$ cat src/rtl/pipe_pkg.sv
// Shared types for the pipeline stage register: FSM state encoding and the
// EX/MEM payload layout that fixes the default stage width.
package pipe_pkg;

    typedef enum logic [1:0] {
        EMPTY = 2'd0,
        BUSY  = 2'd1,
        FULL  = 2'd2
    } pipe_state_e;

    typedef struct packed {
        logic [4:0]  rd_addr;
        logic [31:0] rd_data;
        logic        rd_wen;
        logic        mem_re;
        logic [31:0] csr_wdata;
        logic [31:0] csr_waddr;
        logic        csr_wen;
    } ex_mem_pkt_t;

    localparam int EX_MEM_W = $bits(ex_mem_pkt_t);

endpackage

$ cat src/rtl/pipe_stage_hs_slot.sv
// One payload storage slot: a DATA_W register cleared by reset and written
// only when its load enable is high.
module pipe_slot #(
    parameter int DATA_W = 104
) (
    input  logic              clk,
    input  logic              rst,
    input  logic              load,
    input  logic [DATA_W-1:0] d,
    output logic [DATA_W-1:0] q
);

    always_ff @(posedge clk or posedge rst) begin
        if (rst) begin
            q <= '0;
        end else if (load) begin
            q <= d;
        end
    end

endmodule

$ cat src/rtl/pipe_stage_hs.sv
// Inter-stage pipeline register with valid/ready handshake, optional 2-entry
// skid buffer, flush, bubble zeroing and a saturating stall counter.
module pipe_stage_hs
    import pipe_pkg::*;
#(
    parameter int DATA_W       = EX_MEM_W,
    parameter int SKID         = 1,
    parameter int ZERO_INVALID = 1,
    parameter int CNT_W        = 16
) (
    input  logic              clk,
    input  logic              rst,
    input  logic              flush,
    input  logic              in_valid,
    output logic              in_ready,
    input  logic [DATA_W-1:0] in_data,
    output logic              out_valid,
    input  logic              out_ready,
    output logic [DATA_W-1:0] out_data,
    output logic [1:0]        occupancy,
    output logic [CNT_W-1:0]  stall_cnt
);

    pipe_state_e       state, state_nxt;
    logic              acc, pop;
    logic              load_main, load_skid, main_from_skid;
    logic [DATA_W-1:0] main_d, main_q, skid_q;

    assign out_valid = (state != EMPTY);
    assign acc       = in_valid & in_ready;
    assign pop       = out_valid & out_ready;

    generate
        if (SKID != 0) begin : g_in_ready_reg
            assign in_ready = (state != FULL);
        end else begin : g_in_ready_comb
            assign in_ready = out_ready | ~out_valid;
        end
    endgenerate

    always_ff @(posedge clk or posedge rst) begin
        if (rst) begin
            state <= EMPTY;
        end else begin
            state <= state_nxt;
        end
    end

    always_comb begin
        state_nxt      = state;
        load_main      = 1'b0;
        load_skid      = 1'b0;
        main_from_skid = 1'b0;
        unique case (state)
            EMPTY: begin
                if (acc) begin
                    state_nxt = BUSY;
                    load_main = 1'b1;
                end
            end
            BUSY: begin
                if (acc && pop) begin
                    load_main = 1'b1;
                end else if (acc && (SKID != 0)) begin
                    state_nxt = FULL;
                    load_skid = 1'b1;
                end else if (pop) begin
                    state_nxt = EMPTY;
                end
            end
            FULL: begin
                if (pop) begin
                    state_nxt      = BUSY;
                    load_main      = 1'b1;
                    main_from_skid = 1'b1;
                end
            end
            default: state_nxt = EMPTY;
        endcase
        // Flush overrides everything, including a beat accepted this cycle.
        if (flush) begin
            state_nxt = EMPTY;
            load_main = 1'b0;
            load_skid = 1'b0;
        end
    end

    assign main_d = main_from_skid ? skid_q : in_data;

    pipe_slot #(.DATA_W(DATA_W)) u_main (
        .clk  (clk),
        .rst  (rst),
        .load (load_main),
        .d    (main_d),
        .q    (main_q)
    );

    generate
        if (SKID != 0) begin : g_skid
            pipe_slot #(.DATA_W(DATA_W)) u_skid (
                .clk  (clk),
                .rst  (rst),
                .load (load_skid),
                .d    (in_data),
                .q    (skid_q)
            );
        end else begin : g_no_skid
            logic unused_load_skid;
            assign unused_load_skid = load_skid;
            assign skid_q           = '0;
        end
    endgenerate

    generate
        if (ZERO_INVALID != 0) begin : g_zero_bubble
            assign out_data = main_q & {DATA_W{out_valid}};
        end else begin : g_hold_bubble
            assign out_data = main_q;
        end
    endgenerate

    always_comb begin
        occupancy = 2'd0;
        unique case (state)
            BUSY:    occupancy = 2'd1;
            FULL:    occupancy = 2'd2;
            default: occupancy = 2'd0;
        endcase
    end

    always_ff @(posedge clk or posedge rst) begin
        if (rst) begin
            stall_cnt <= '0;
        end else if (out_valid && !out_ready && (stall_cnt != {CNT_W{1'b1}})) begin
            stall_cnt <= stall_cnt + 1'b1;
        end
    end

endmodule

$ cat config.mk
export PLATFORM = sky130hd
export DESIGN_NAME = pipe_stage_hs
export DESIGN_NICKNAME = d
export VERILOG_FILES = /design/src/rtl/pipe_pkg.sv /design/src/rtl/pipe_stage_hs_slot.sv /design/src/rtl/pipe_stage_hs.sv
export SDC_FILE = /design/constraint.sdc
export NUM_CORES = 1
export LEC_CHECK = 0
export ABC_AREA = 1
export BUFFER_PORTS_ARGS = -buffer_cell sky130_fd_sc_hd__clkbuf_2
export CORE_MARGIN = 5
export CORE_UTILIZATION = 37
export DETAILED_ROUTE_END_ITERATION = 6
export PLACE_DENSITY_LB_ADDON = 0.15
export SLEW_MARGIN = 10
export SYNTH_ARGS = -nofsm -noshare
export SYNTH_HDL_FRONTEND = slang
export SYNTH_HIERARCHICAL = 1
export SYNTH_SLANG_ARGS = --single-unit
export TNS_END_PERCENT = 20
$ cat constraint.sdc
create_clock -name clk -period 6 [get_ports clk]
set_clock_uncertainty 0.15 [all_clocks]
set_input_delay 1.2 -clock clk [delete_from_list [all_inputs] [get_ports clk]]
set_output_delay 1.2 -clock clk [all_outputs]
set_load 0.02 [all_outputs]
==> flow_summary.ini <==
[hold_path]
worstHoldPathType = reg -> reg

[critical_path]
critical_path_class = reg -> out
crit_family = buffers and inverters
critPathLaunchType = flop
rr_startpoint = state[0]
reg2reg_to = g_skid.u_skid/q[36]
crit_buf_inv = 2
slowest_delay_ns = 0.61
crit_chain = nor2_4 > buf_4 > nor2_1 > clkbuf_2
reg2reg_depth = 9
regToRegSetupSlack_ns = 2.83
slowest_stage = buf_4
path_max_fanout = 66
worstSetupStartpoint = state[1]
setup.worst_path.end = out_data[47]
cp.arrival_ns = 2.13
worst_ep_required_time_ns = 4.65
cp_num_cells = 4
crit_path_end_kind = output port

[yosys]
synth_fa_ha_area_share_pct = 0.110
avgSynthCellArea_um2 = 8.19
ys_types = 26
synth-xor-area-share_pct = 0.541
yosys_warnings = 6
synthSimpleGateAreaFrac_pct = 28.2
postSynthCellCount = 1383
syn_nets = 1493
yosys-mux-area-fraction_pct = 12.0
synth-seq-area-share_pct = 49.9
synth_top_family_by_area = simple AND/OR/NAND/NOR gates
yosysTopAreaCell = dfrtp_1
ys_seq_elements = 226
netlist.area_leader.share_pct = 49.9
synth_compound_area_share_pct = 0.718
synth_area_leaders = dfrtp_1 (50%), nand2_1 (23%), mux2_4 (6.5%)
synth.cell_area_mm2 = 0.0113

[cts]
h-tree-depth = 1
cts_buffer_depth = 3
cts_num_sinks = 226
ctsResizeCount = 0
worstSkewPairLatency_ns = 0.53
path_clk_slew_ns = 0.06
cts-root-buf = clkbuf_16
cts_setup_buffers = 0
cts_tree = built
cts_made_buffers = 27
cts_hold_buf = 0

[sta]
fmax_ghz = 0.287
max_slew.worst_pin.slew_ns = 1.21
setup_ws_ns = 2.52
fin_crit_ns = 3.48
grt_setup_unrepaired = no
final.setup.tns_ns = 0
timing.final.max_slew_violations = 0
hold_viol = 0
setup_violations = 0
slew_headroom_pct = 19.4
fin_crit_sh_pct = 58.0

[pwr]
p_sw_share_pct = 32.8
comb_power_share_pct = 22.7
worst_ir_drop_vdd_uv = 189
switchingPower_w = 0.00165
internal_power_w = 0.00337
clkPwrFrac_pct = 32.2
p_leak_nw = 7.72
p_per_area_mw_per_mm2 = 372
p_seq_share_pct = 45.1

[global_route]
grt_pass1_vias = 9005
grt_pass1_wl_mm = 48.0
grt_max_degree = 105
grtUsageTotal_pct = 17.2
grt_antenna_before_repair = 1
grt.overflow.total = 0

[die]
num_rows = 64
initial_core_util_pct = 37.2
die_area_mm2 = 0.0342
pin_count = 233
fp.dieH_um = 185
core_mm2 = 0.0304
fp.dieW_um = 185

[route]
routed_wl_mm = 29.7
drc = 0
drtPass1Iterations = 6
wire_per_inst_um = 14.9
drt_iter0_markers = 383
viasPerCell = 4.49
via_count = 8982
drtAntennaViolNets = 0

[finish]
fill_cells = 3144
nets = 1694
multi_input_area_mm2 = 0.00474
diodes = 0
fin_area_mm2 = 0.0135
syn2layout_area_growth_pct = 19.1
drive_above_1_share_pct = 25.6
mostFrequentLayoutCells = nand2_1 (691), clkbuf_2 (232), dfrtp_1 (226), nor2_1 (121), inv_1 (118)
regArea_mm2 = 0.00566
layout_commonest_cell = nand2_1

[flow_run]
drv_cap = 0

[place]
pre_cts_ws_ns = 2.11
post-dp-hpwl_mm = 18.7
numPortBuffers = 232
dpl_cell_area_mm2 = 0.0126
place_congestion = 0.785

[run_status]
outcome = finished, final reports clean
==> cell type report <==
| type | count | share of cell area, % |
|---|---|---|
| clock buffers | 34 | 5.43 |
| flip-flops and latches | 226 | 41.9 |
| multi-input cells | 960 | 35.2 |
| well taps | 396 | 3.67 |
| repair buffers | 243 | 9.22 |
| clock inverters | 16 | 1.04 |
| inverters | 126 | 3.56 |
==> stage by stage <==
step	hold slack (ns)	cells	power, W	utilization (%)
floorplan	0.288	1383	0.00307	-
global placement	0.301	1951	0.00342	41.5
detailed placement	0.304	1951	0.00344	41.5
CTS	0.321	2001	0.00509	44.3
global route	0.335	2001	0.00537	44.3
finish	0.317	2001	0.00501	44.3
==> worst register-to-register path, delay by kind of cell (launching register included) <==
| family | cells | cell delay (ns) |
|---|---|---|
| and+or+nand+nor | 5 | 0.79 |
| buffers and inverters | 4 | 1.69 |
| DFF | 1 | 0.43 |
==> flip-flops by register name, indices dropped and copies added, names as in the netlist <==
register	cells
g_skid.u_skid/q	104
u_main/q	104
stall_cnt	16
state	2
==> cell usage after synthesis <==
cell,n
nor2_2,2
dfrtp_1,226
mux2_4,49
nand4_1,4
xnor2_1,7
inv_1,120
nand3_1,8
o22ai_1,1
o21ai_4,1
nand3b_1,2
mux2_2,55
nand2_1,691
clkinv_1,1
nor2_1,122
nand3_2,1
o21ai_0,9
inv_2,5
buf_2,40
nand2_2,3
clkbuf_1,7
ha_1,1
a31oi_1,1
nor2_4,1
o211ai_1,1
or2_2,1
buf_6,24
==> logic make-up (layout without fill, tap and decap cells) <==
kind of cell,Yosys count,count (layout)
AOI/OAI and AO/OA,13,13
xor gates and xnor gates,7,7
adders and majority gates,1,1
buffers and inverters,197,419
DFF,226,226
muxes,104,104
and+or+nand+nor,835,835
==> layer usage <==
layer | vias up | GRT usage, % | share of wire (%)
met3 | 46 | 3.16 | 5.6
met2 | 215 | 28.7 | 46
li1 | 4554 | - | -
met4 | 2 | 3.85 | 1.9
met5 | - | 0 | 0.044
met1 | 4165 | 23.5 | 47
==> power groups by stage <==
stage | Clock, W | Sequential [W] | Combinational, W
after global routing | 0.00174 | 0.00232 | 0.00132
after global placement | 0 | 0.00228 | 0.00114
final | 0.00161 | 0.00226 | 0.00114
after detailed placement | 0 | 0.00228 | 0.00117
after CTS | 0.00167 | 0.00226 | 0.00117
after floorplan | 0 | 0.00223 | 0.000842
==> how the worst min path moves through the flow <==
| stage | start | to | slack, ns | depth (start not counted) |
|---|---|---|---|---|
| global placement | g_skid.u_skid/q[4] | g_skid.u_skid/q[4] | 0.30 | 2 |
| floorplan | g_skid.u_skid/q[0] | g_skid.u_skid/q[0] | 0.29 | 2 |
| finish | u_main/q[61] | u_main/q[61] | 0.32 | 2 |
| detailed placement | g_skid.u_skid/q[24] | g_skid.u_skid/q[24] | 0.30 | 2 |
| CTS | g_skid.u_skid/q[24] | g_skid.u_skid/q[24] | 0.32 | 2 |
| global route | u_main/q[97] | u_main/q[97] | 0.34 | 2 |
Note: power is estimated with default switching activity, not from simulation.
